File: config.mk
export PLATFORM = sky130hd
export DESIGN_NAME = mul_div_unit
export DESIGN_NICKNAME = d
export VERILOG_FILES = /design/src/rtl/mul_div_unit.sv
export SDC_FILE = /design/constraint.sdc
export NUM_CORES = 1
export LEC_CHECK = 0
export CAP_MARGIN = 10
export CELL_PAD_IN_SITES_DETAIL_PLACEMENT = 0
export CELL_PAD_IN_SITES_GLOBAL_PLACEMENT = 1
export CORE_ASPECT_RATIO = 0.6
export CORE_MARGIN = 1.5
export CORE_UTILIZATION = 30
export CTS_CLUSTER_DIAMETER = 50
export DETAILED_ROUTE_END_ITERATION = 12
export GPL_TIMING_DRIVEN = 0
export PLACE_DENSITY_LB_ADDON = 0.2
export SLEW_MARGIN = 15
export SYNTH_ARGS = -nofsm -noshare
export SYNTH_HDL_FRONTEND = slang
export SYNTH_SLANG_ARGS = --single-unit
File: constraint.sdc
create_clock -name clk -period 8.2 [get_ports clk]
set_input_delay 0.82 -clock clk [delete_from_list [all_inputs] [get_ports clk]]
set_output_delay 0.82 -clock clk [all_outputs]
set_load 0.02 [all_outputs]
File: src/rtl/mul_div_unit.sv
// Iterative RV32M multiply/divide unit: shift-add multiply, restoring divide, start/done handshake.
// Optional MULDIV_EARLY_OUT_EN: divide-by-zero, signed overflow and MUL-by-zero finish in 2 cycles.
module mul_div_unit #(
    parameter int XLEN = 32
) (
    input  logic            clk,
    input  logic            rst,
    input  logic            start,
    input  logic [XLEN-1:0] srcA,
    input  logic [XLEN-1:0] srcB,
    input  logic [2:0]      operation,
    output logic [XLEN-1:0] res,
    output logic            flag,
    output logic            busy,
    output logic            done
);
    localparam logic [2:0] OP_MUL    = 3'b000;
    localparam logic [2:0] OP_MULHSU = 3'b010;
    localparam logic [2:0] OP_MULHU  = 3'b011;
    localparam logic [2:0] OP_DIV    = 3'b100;
    localparam logic [2:0] OP_DIVU   = 3'b101;
    localparam logic [2:0] OP_REM    = 3'b110;
    localparam logic [2:0] OP_REMU   = 3'b111;
    localparam logic [4:0] LAST_ITER = 5'(XLEN - 1);

    typedef enum logic [2:0] {S_IDLE, S_CALC, S_FIX, S_RDY, S_DONE} state_t;

    state_t            state_q, state_d;
    logic [4:0]        cnt_q, cnt_d;
    logic [2:0]        op_q, op_d;
    logic              sign_a_q, sign_a_d, sign_b_q, sign_b_d;
    logic [XLEN-1:0]   mag_a_q, mag_a_d, mag_b_q, mag_b_d;
    logic [2*XLEN-1:0] acc_q, acc_d;
    logic [XLEN-1:0]   res_q, res_d;
    logic              flag_q, flag_d, busy_q, busy_d, done_q, done_d;

    // Operand decode at acceptance
    logic            a_signed_in, b_signed_in;
    logic [XLEN-1:0] mag_a_in, mag_b_in;

    always_comb begin
        a_signed_in = (operation != OP_MULHU) && (operation != OP_DIVU) && (operation != OP_REMU);
        b_signed_in = a_signed_in && (operation != OP_MULHSU);
        mag_a_in    = (a_signed_in && srcA[XLEN-1]) ? -srcA : srcA;
        mag_b_in    = (b_signed_in && srcB[XLEN-1]) ? -srcB : srcB;
    end

    // Iteration datapath: acc holds {partial product, multiplier} or {remainder, quotient}
    logic [XLEN:0]     mul_sum;
    logic [2*XLEN-1:0] mul_step;
    logic [XLEN:0]     rem_sh;
    logic              div_ge;
    logic [XLEN-1:0]   div_diff;
    logic [2*XLEN-1:0] div_step;

    always_comb begin
        mul_sum  = {1'b0, acc_q[2*XLEN-1:XLEN]} + (acc_q[0] ? {1'b0, mag_a_q} : '0);
        mul_step = {mul_sum, acc_q[XLEN-1:1]};
        rem_sh   = acc_q[2*XLEN-1:XLEN-1];
        div_ge   = rem_sh >= {1'b0, mag_b_q};
        div_diff = rem_sh[XLEN-1:0] - mag_b_q;
        div_step = {div_ge ? div_diff : rem_sh[XLEN-1:0], acc_q[XLEN-2:0], div_ge};
    end

    // Sign correction and result selection
    logic [2*XLEN-1:0] prod_fix;
    logic [XLEN-1:0]   quo_fix, rem_fix, a_raw, fix_res;
    logic              div_zero, fix_flag;

    always_comb begin
        prod_fix = (sign_a_q ^ sign_b_q) ? -acc_q : acc_q;
        quo_fix  = (sign_a_q ^ sign_b_q) ? -acc_q[XLEN-1:0] : acc_q[XLEN-1:0];
        rem_fix  = sign_a_q ? -acc_q[2*XLEN-1:XLEN] : acc_q[2*XLEN-1:XLEN];
        a_raw    = sign_a_q ? -mag_a_q : mag_a_q;
        div_zero = (mag_b_q == '0);
        fix_flag = op_q[2] && div_zero;
        case (op_q)
            OP_MUL:          fix_res = prod_fix[XLEN-1:0];
            OP_DIV, OP_DIVU: fix_res = div_zero ? '1 : quo_fix;
            OP_REM, OP_REMU: fix_res = div_zero ? a_raw : rem_fix;
            default:         fix_res = prod_fix[2*XLEN-1:XLEN];
        endcase
    end

`ifdef MULDIV_EARLY_OUT_EN
    logic            ovf, mul_zero, early;
    logic [XLEN-1:0] early_res;

    always_comb begin
        ovf      = (op_q == OP_DIV || op_q == OP_REM) && sign_a_q && sign_b_q
                   && (mag_a_q == {1'b1, {(XLEN-1){1'b0}}}) && (mag_b_q == XLEN'(1));
        mul_zero = (op_q == OP_MUL) && (mag_a_q == '0 || mag_b_q == '0);
        early    = fix_flag || ovf || mul_zero;
        if (mul_zero)
            early_res = '0;
        else if (div_zero)
            early_res = op_q[1] ? a_raw : '1;
        else
            early_res = op_q[1] ? '0 : {1'b1, {(XLEN-1){1'b0}}};
    end
`endif

    always_comb begin
        state_d  = state_q;
        cnt_d    = cnt_q;
        op_d     = op_q;
        sign_a_d = sign_a_q;
        sign_b_d = sign_b_q;
        mag_a_d  = mag_a_q;
        mag_b_d  = mag_b_q;
        acc_d    = acc_q;
        res_d    = res_q;
        flag_d   = flag_q;
        busy_d   = busy_q;
        done_d   = 1'b0;
        case (state_q)
            S_IDLE: begin
                if (start) begin
                    state_d  = S_CALC;
                    cnt_d    = '0;
                    op_d     = operation;
                    sign_a_d = a_signed_in && srcA[XLEN-1];
                    sign_b_d = b_signed_in && srcB[XLEN-1];
                    mag_a_d  = mag_a_in;
                    mag_b_d  = mag_b_in;
                    acc_d    = {{XLEN{1'b0}}, operation[2] ? mag_a_in : mag_b_in};
                    busy_d   = 1'b1;
                end
            end
            S_CALC: begin
`ifdef MULDIV_EARLY_OUT_EN
                if (cnt_q == '0 && early) begin
                    res_d   = early_res;
                    flag_d  = fix_flag;
                    state_d = S_RDY;
                end else
`endif
                begin
                    acc_d = op_q[2] ? div_step : mul_step;
                    cnt_d = cnt_q + 5'd1;
                    if (cnt_q == LAST_ITER)
                        state_d = S_FIX;
                end
            end
            S_FIX: begin
                res_d   = fix_res;
                flag_d  = fix_flag;
                state_d = S_RDY;
            end
            S_RDY: begin
                done_d  = 1'b1;
                state_d = S_DONE;
            end
            default: begin
                busy_d  = 1'b0;
                state_d = S_IDLE;
            end
        endcase
    end

    always_ff @(posedge clk) begin
        if (rst) begin
            state_q  <= S_IDLE;
            cnt_q    <= '0;
            op_q     <= '0;
            sign_a_q <= 1'b0;
            sign_b_q <= 1'b0;
            mag_a_q  <= '0;
            mag_b_q  <= '0;
            acc_q    <= '0;
            res_q    <= '0;
            flag_q   <= 1'b0;
            busy_q   <= 1'b0;
            done_q   <= 1'b0;
        end else begin
            state_q  <= state_d;
            cnt_q    <= cnt_d;
            op_q     <= op_d;
            sign_a_q <= sign_a_d;
            sign_b_q <= sign_b_d;
            mag_a_q  <= mag_a_d;
            mag_b_q  <= mag_b_d;
            acc_q    <= acc_d;
            res_q    <= res_d;
            flag_q   <= flag_d;
            busy_q   <= busy_d;
            done_q   <= done_d;
        end
    end

    assign res  = res_q;
    assign flag = flag_q;
    assign busy = busy_q;
    assign done = done_q;
endmodule
; ---- After elaboration in Yosys (flattened, before gate mapping)
; Index checks and enable logic that the tools add are counted.
[classes]
bitwise = 2
mux = 23
n_lt_le_gt_ge = 1
eq_ne = 14
n_reduce_logical = 17
add_sub_neg = 9
[ops]
columns = operator, count
row1 = $mux W32, 10
row2 = $mux W64, 3
row3 = $neg A32 Y32, 5
row4 = $pmux W64 S2, 1
row5 = $pmux W32 S3, 1
row6 = $neg A64 Y64, 1
row7 = $add A32 B32 Y33, 1
row8 = $ge A33 B32 Y1, 1
row9 = $logic_not A32 Y1, 1
row10 = $sub A32 B32 Y32, 1
row11 = $eq A3 B3 Y1 const B, 4
row12 = $pmux W3 S4, 1
row13 = $pmux W5 S2, 1
row14 = $reduce_and A2 Y1, 4
row15 = $eq A3 B2 Y1 const B, 2
row16 = $logic_and A1 B1 Y1, 6
row17 = $logic_not A3 Y1, 2
row18 = $mux W3, 2
row19 = $ne A3 B2 Y1 const B, 2
row20 = $ne A3 B3 Y1 const B, 2
row21 = $add A5 B1 Y5 const B, 1
row22 = $eq A5 B5 Y1 const B, 1
row23 = $mux W5, 1
row24 = $ne A2 B2 Y1 const B, 2
row25 = other kinds (8), 10
[word_totals]
inputBits = 70
out_inout_bits = 35
register_bits = 176

; ---- Logic depth before layout (Yosys ltp)
[depth]
ltp_word = 9
depth_mapped = 15
depth_no_buf = 14

; ---- Worst setup path after synthesis
; Ideal clock, no wire load.
[synth_timing]
path_type = register -> register
startpoint = register acc_q[0]
endpoint = register acc_q[63]
path_buffers = 2
arrival_time_ps = 3135
path_stages_with_launch = 13
setup_ps = 128
synth_period_minus_slack_ps = 3263
t_required_ps = 8072
slack_ps = 4937
cell_sequence = dfxtp_1 buf_2 clkbuf_1 and2_1 ha_1 a2111o_1 o21ai_0 o21ai_0 a311o_1 a21oi_1 a31oi_1 o41ai_1 o31ai_1
[synth_via]
elab_chain_len = 4
[synth_lines]
columns = element, line
row1 = from (decl), 33  ; logic [2*XLEN-1:0] acc_q, acc_d;
row2 = from (signal assigned), 170  ; acc_q <= '0;
row3 = from (signal assigned), 183  ; acc_q <= acc_d;
row4 = $mux W32, 57  ; mul_sum = {1'b0, acc_q[2*XLEN-1:XLEN]} + (acc_q[0] ? {1'b0, mag_a_q} : '0);
row5 = $add A32 B32 Y33, 57
row6 = $mux W64, 139  ; acc_d = op_q[2] ? div_step : mul_step;
row7 = $pmux W64 S2, 116  ; case (state_q)
; No other way between the ends.
; A chain may end at the register's enable or synchronous reset.

; ---- Worst setup path in the final report
[layout_timing]
startpoint = register acc_q[0]
endpoint = register acc_q[61]
; Same word-level chain as after synthesis.

==> impl_metrics.json <==
{
  "period_share_pct": 58.29,
  "maxCapViolations": 0,
  "synth_async_reset_ratio_pct": 0,
  "dr.pass1.iters": 9,
  "violations": "DRC",
  "detail_route.vias_per_cell": 5.950,
  "synth_cell_types": 83,
  "syn_area_per_cell_um2": 7.302,
  "dieWidth_um": 301.9,
  "pin_count": 105,
  "syn-instance-count": 2202,
  "antenna_violating_nets_post_route": 0,
  "yosys.area.top_type": "sky130_fd_sc_hd__dfxtp_1",
  "ctsHtreeMaxLevel": 4,
  "clockBufferDepth": 2,
  "timing.critical_path.required_ns": 8.56,
  "globalRoute.totalOverflow": 0,
  "first_global_vias": 16568,
  "synth.top_cells.by_area": "sky130_fd_sc_hd__dfxtp_1 (22%), sky130_fd_sc_hd__xnor2_1 (6.9%), sky130_fd_sc_hd__a21oi_1 (6.8%)",
  "rrSetupSlack_ns": 3.42,
  "post_route_cells_drive_above_1_share_pct": 3.634,
  "drcViolationCount": 4,
  "number_of_synthesized_register_bits": 176,
  "die_area_um2": 55040,
  "timing.slew.headroom_pct": 9.567,
  "hold_violations": 0,
  "initial_core_util_pct": 30.46,
  "drt_iter0_markers": 2250,
  "worst_path_dominant_cell_family": "compound AO/OA/AOI/OAI gates",
  "rsz0062_at_grt": "no",
  "clk_latency_ns": 0.49,
  "num_rows": 65,
  "crit_path_max_fanout": 10,
  "place.port_buffers": 103,
  "routabilityCongestion": 0.9917,
  "detail_route.wirelength_um": 85550,
  "grt_pass1_wl_um": 120500,
  "cts_buffers": 17,
  "critPathArrivalTime_ns": 5.14,
  "clkTransAtPathRegs_ns": 0.09,
  "worst_slew_pin_slew_ns": 1.346,
  "synthesis.yosys.warnings": 0,
  "number_of_buffers_added_to_fix_hold_violations_after_cts": 0,
  "status": "complete, but fails checks",
  "placed_area_um2": 18020,
  "numClockSinks": 176,
  "buf_inv_stages_crit_path": 2,
  "hold_ws_ns": 0.4588,
  "startpoint_type_of_the_worst_setup_path": "register",
  "timing.critical_path.cells": "buf_2 -> clkbuf_1 -> nand2_1 -> fa_1 -> nand2b_1 -> a21oi_1 -> o21ai_0 -> o21ai_0 -> a311o_1 -> a21oi_1 -> o31ai_1 -> mux2i_1 -> o211ai_1",
  "post_synth_most_frequent_cells": "sky130_fd_sc_hd__nor2_1 (233), sky130_fd_sc_hd__a21oi_1 (219), sky130_fd_sc_hd__nand2_1 (194), sky130_fd_sc_hd__dfxtp_1 (176), sky130_fd_sc_hd__clkbuf_1 (143)",
  "edff_count_synth": 0,
  "numnets_final": 2469,
  "timing.final.setup_violations": 0,
  "synth.yosys.seq_area_share_pct": 21.91,
  "critical_path.endpoint_type": "register",
  "synth.cell_area_um2": 16080,
  "cts_tree": "done",
  "post_route_cell_area_um2": 18600,
  "grt.total_usage_pct": 30.60,
  "cell_leakage_power_nw": 7.003,
  "synth_to_final_area_change_pct": 15.70,
  "antenna_found_initial": 1,
  "power_density_over_cell_area_nw_per_um2": 153.6,
  "core_region_area_um2": 52780,
  "post-cts-setup-buffer-count": 0,
  "vias": 18111,
  "critical_path.slowest_cell": "sky130_fd_sc_hd__clkbuf_1",
  "hpwl_um": 70600,
  "postLayoutCoreUtil_pct": 35.25,
  "synth.net_count": 2345,
  "vdd_ir_drop_max_mv": 0.1659,
  "min-delay-path-class": "register to register",
  "clock_tree.root_cell": "sky130_fd_sc_hd__clkbuf_16",
  "netlist.area_leader.share_pct": 21.91,
  "finalWorstSetupSlack_ns": 3.420,
  "dpl_worst_slack_ns": 3.656,
  "slew_violations": 0,
  "fin_skew_ns": 0.02321,
  "final_worst_path_period_need_ns": 4.780,
  "postCtsResizedCells": 0,
  "grt_max_degree": 19,
  "criticalPathCategory": "register to register",
  "detail_route.wl_per_cell_um": 28.11,
  "synth_flop_cell": "sky130_fd_sc_hd__dfxtp_1",
  "max_incr_delay_on_cp_ns": 0.51,
  "synth_most_common_cell": "sky130_fd_sc_hd__nor2_1",
  "die_h_um": 182.3,
  "max_freq_ghz": 0.2092,
  "timing.setup.tns_ns": 0
}
-- routing by layer --
| metal | GRT usage, % | wire (um) | part of all wire [%] | vias to the layer above |
|---|---|---|---|---|
| met5 | 0 | 0 | 0 | - |
| met4 | 6.280 | 1506 | 1.8 | 0 |
| met3 | 10.11 | 9563 | 11 | 86 |
| met2 | 39.37 | 31590 | 37 | 853 |
| met1 | 47.55 | 42900 | 50 | 8894 |
| li1 | - | - | - | 8278 |
-- cells by family (layout without fill, tap and decap cells) --
group	after synthesis	count (layout)	synth area share [%]
muxes	62	62	4.443
other	0	2	0
buffers and inverters	234	371	5.618
AOI/OAI and AO/OA	692	692	27.81
xor gates and xnor gates	205	205	11.17
DFF	176	176	21.91
and+or+nand+nor	760	760	23.27
adders and majority gates	73	73	5.774
-- stage by stage --
| step | instances | total power, mW |
|---|---|---|
| 4_1_cts | 3042 | 2.818 |
| 3_5_place_dp | 3010 | 1.974 |
| 6_report | 3044 | 2.858 |
| 5_1_grt | 3042 | 2.962 |
| 2_1_floorplan | 2202 | 1.562 |
| 3_3_place_gp | 3008 | 1.975 |
-- final timing paths --
| check | start | end | cells past startpoint |
|---|---|---|---|
| worst max-delay path | acc_q[0] | acc_q[61] | 13 |
| worst min-delay path | res[18] | res[18] | 2 |
| worst max register to register | acc_q[0] | acc_q[61] | 13 |
| worst min register to register | res[18] | res[18] | 2 |
-- final cells by class --
class                   count  area (um^2)
diodes                      2        5.005
plain buffers             165        646.9
clock buffers              18        429.2
clock inverters            14        148.9
fillers                  5702        34180
inverters                  69        259.0
multi-input cells        1792        11670
flip-flops and latches    176         3523
well taps                 703        879.6
repair buffers            105         1046
-- placed cells by master, fill, tap and decap left out, types with 8 or more instances in the layout --
master / Yosys / final
sky130_fd_sc_hd__inv_1: 68 / 68
sky130_fd_sc_hd__buf_1: 12 / 11
sky130_fd_sc_hd__or4_1: 19 / 19
sky130_fd_sc_hd__clkdlybuf4s50_1: 0 / 103
sky130_fd_sc_hd__o211ai_1: 8 / 8
sky130_fd_sc_hd__nor2_1: 233 / 232
sky130_fd_sc_hd__mux2i_1: 50 / 50
sky130_fd_sc_hd__ha_1: 71 / 71
sky130_fd_sc_hd__o21a_1: 8 / 8
sky130_fd_sc_hd__o21ai_0: 126 / 126
sky130_fd_sc_hd__a22oi_1: 17 / 17
sky130_fd_sc_hd__o41ai_1: 16 / 16
sky130_fd_sc_hd__o221ai_1: 16 / 16
sky130_fd_sc_hd__a21oi_1: 219 / 219
sky130_fd_sc_hd__o21bai_1: 15 / 15
sky130_fd_sc_hd__nand2b_1: 31 / 31
sky130_fd_sc_hd__clkbuf_1: 143 / 143
sky130_fd_sc_hd__nand3_1: 31 / 31
sky130_fd_sc_hd__nand4_1: 20 / 20
sky130_fd_sc_hd__xnor2_1: 126 / 126
sky130_fd_sc_hd__dfxtp_1: 176 / 176
sky130_fd_sc_hd__nor2b_1: 17 / 17
sky130_fd_sc_hd__a31oi_1: 25 / 25
sky130_fd_sc_hd__o31ai_1: 32 / 32
sky130_fd_sc_hd__clkbuf_16: 0 / 17
sky130_fd_sc_hd__xor2_1: 79 / 79
sky130_fd_sc_hd__nor3_1: 54 / 54
sky130_fd_sc_hd__and3_1: 18 / 18
sky130_fd_sc_hd__and2_1: 42 / 42
sky130_fd_sc_hd__a221oi_1: 19 / 19
sky130_fd_sc_hd__a211oi_1: 92 / 92
sky130_fd_sc_hd__or3_1: 30 / 30
sky130_fd_sc_hd__nor4_1: 31 / 31
sky130_fd_sc_hd__a311oi_1: 8 / 8
sky130_fd_sc_hd__nand2_1: 194 / 194
sky130_fd_sc_hd__a21o_1: 34 / 34
-- power breakdown --
group / leakage, nW / switching (mW) / internal (mW)
Combinational: 5.29 / 0.684 / 0.331
Sequential: 1.44 / 0.0841 / 0.902
Clock: 0.275 / 0.452 / 0.405
-- sequential cells by signal, summed over array words and instances (netlist names) --
name and flops:
sign_b_q 1, op_q 3, cnt_q 5, mag_a_q 32, done 1, state_q 3, busy 1, sign_a_q 1
acc_q 64, flag 1, res 32, mag_b_q 32
-- worst min-delay path, stage by stage, from the launching register on --
cell,delay (ns)
sky130_fd_sc_hd__dfxtp_1,0.31
sky130_fd_sc_hd__nand2_1,0.05
sky130_fd_sc_hd__a21oi_1,0.05
No activity file was read; power rests on OpenSTA's default activity.
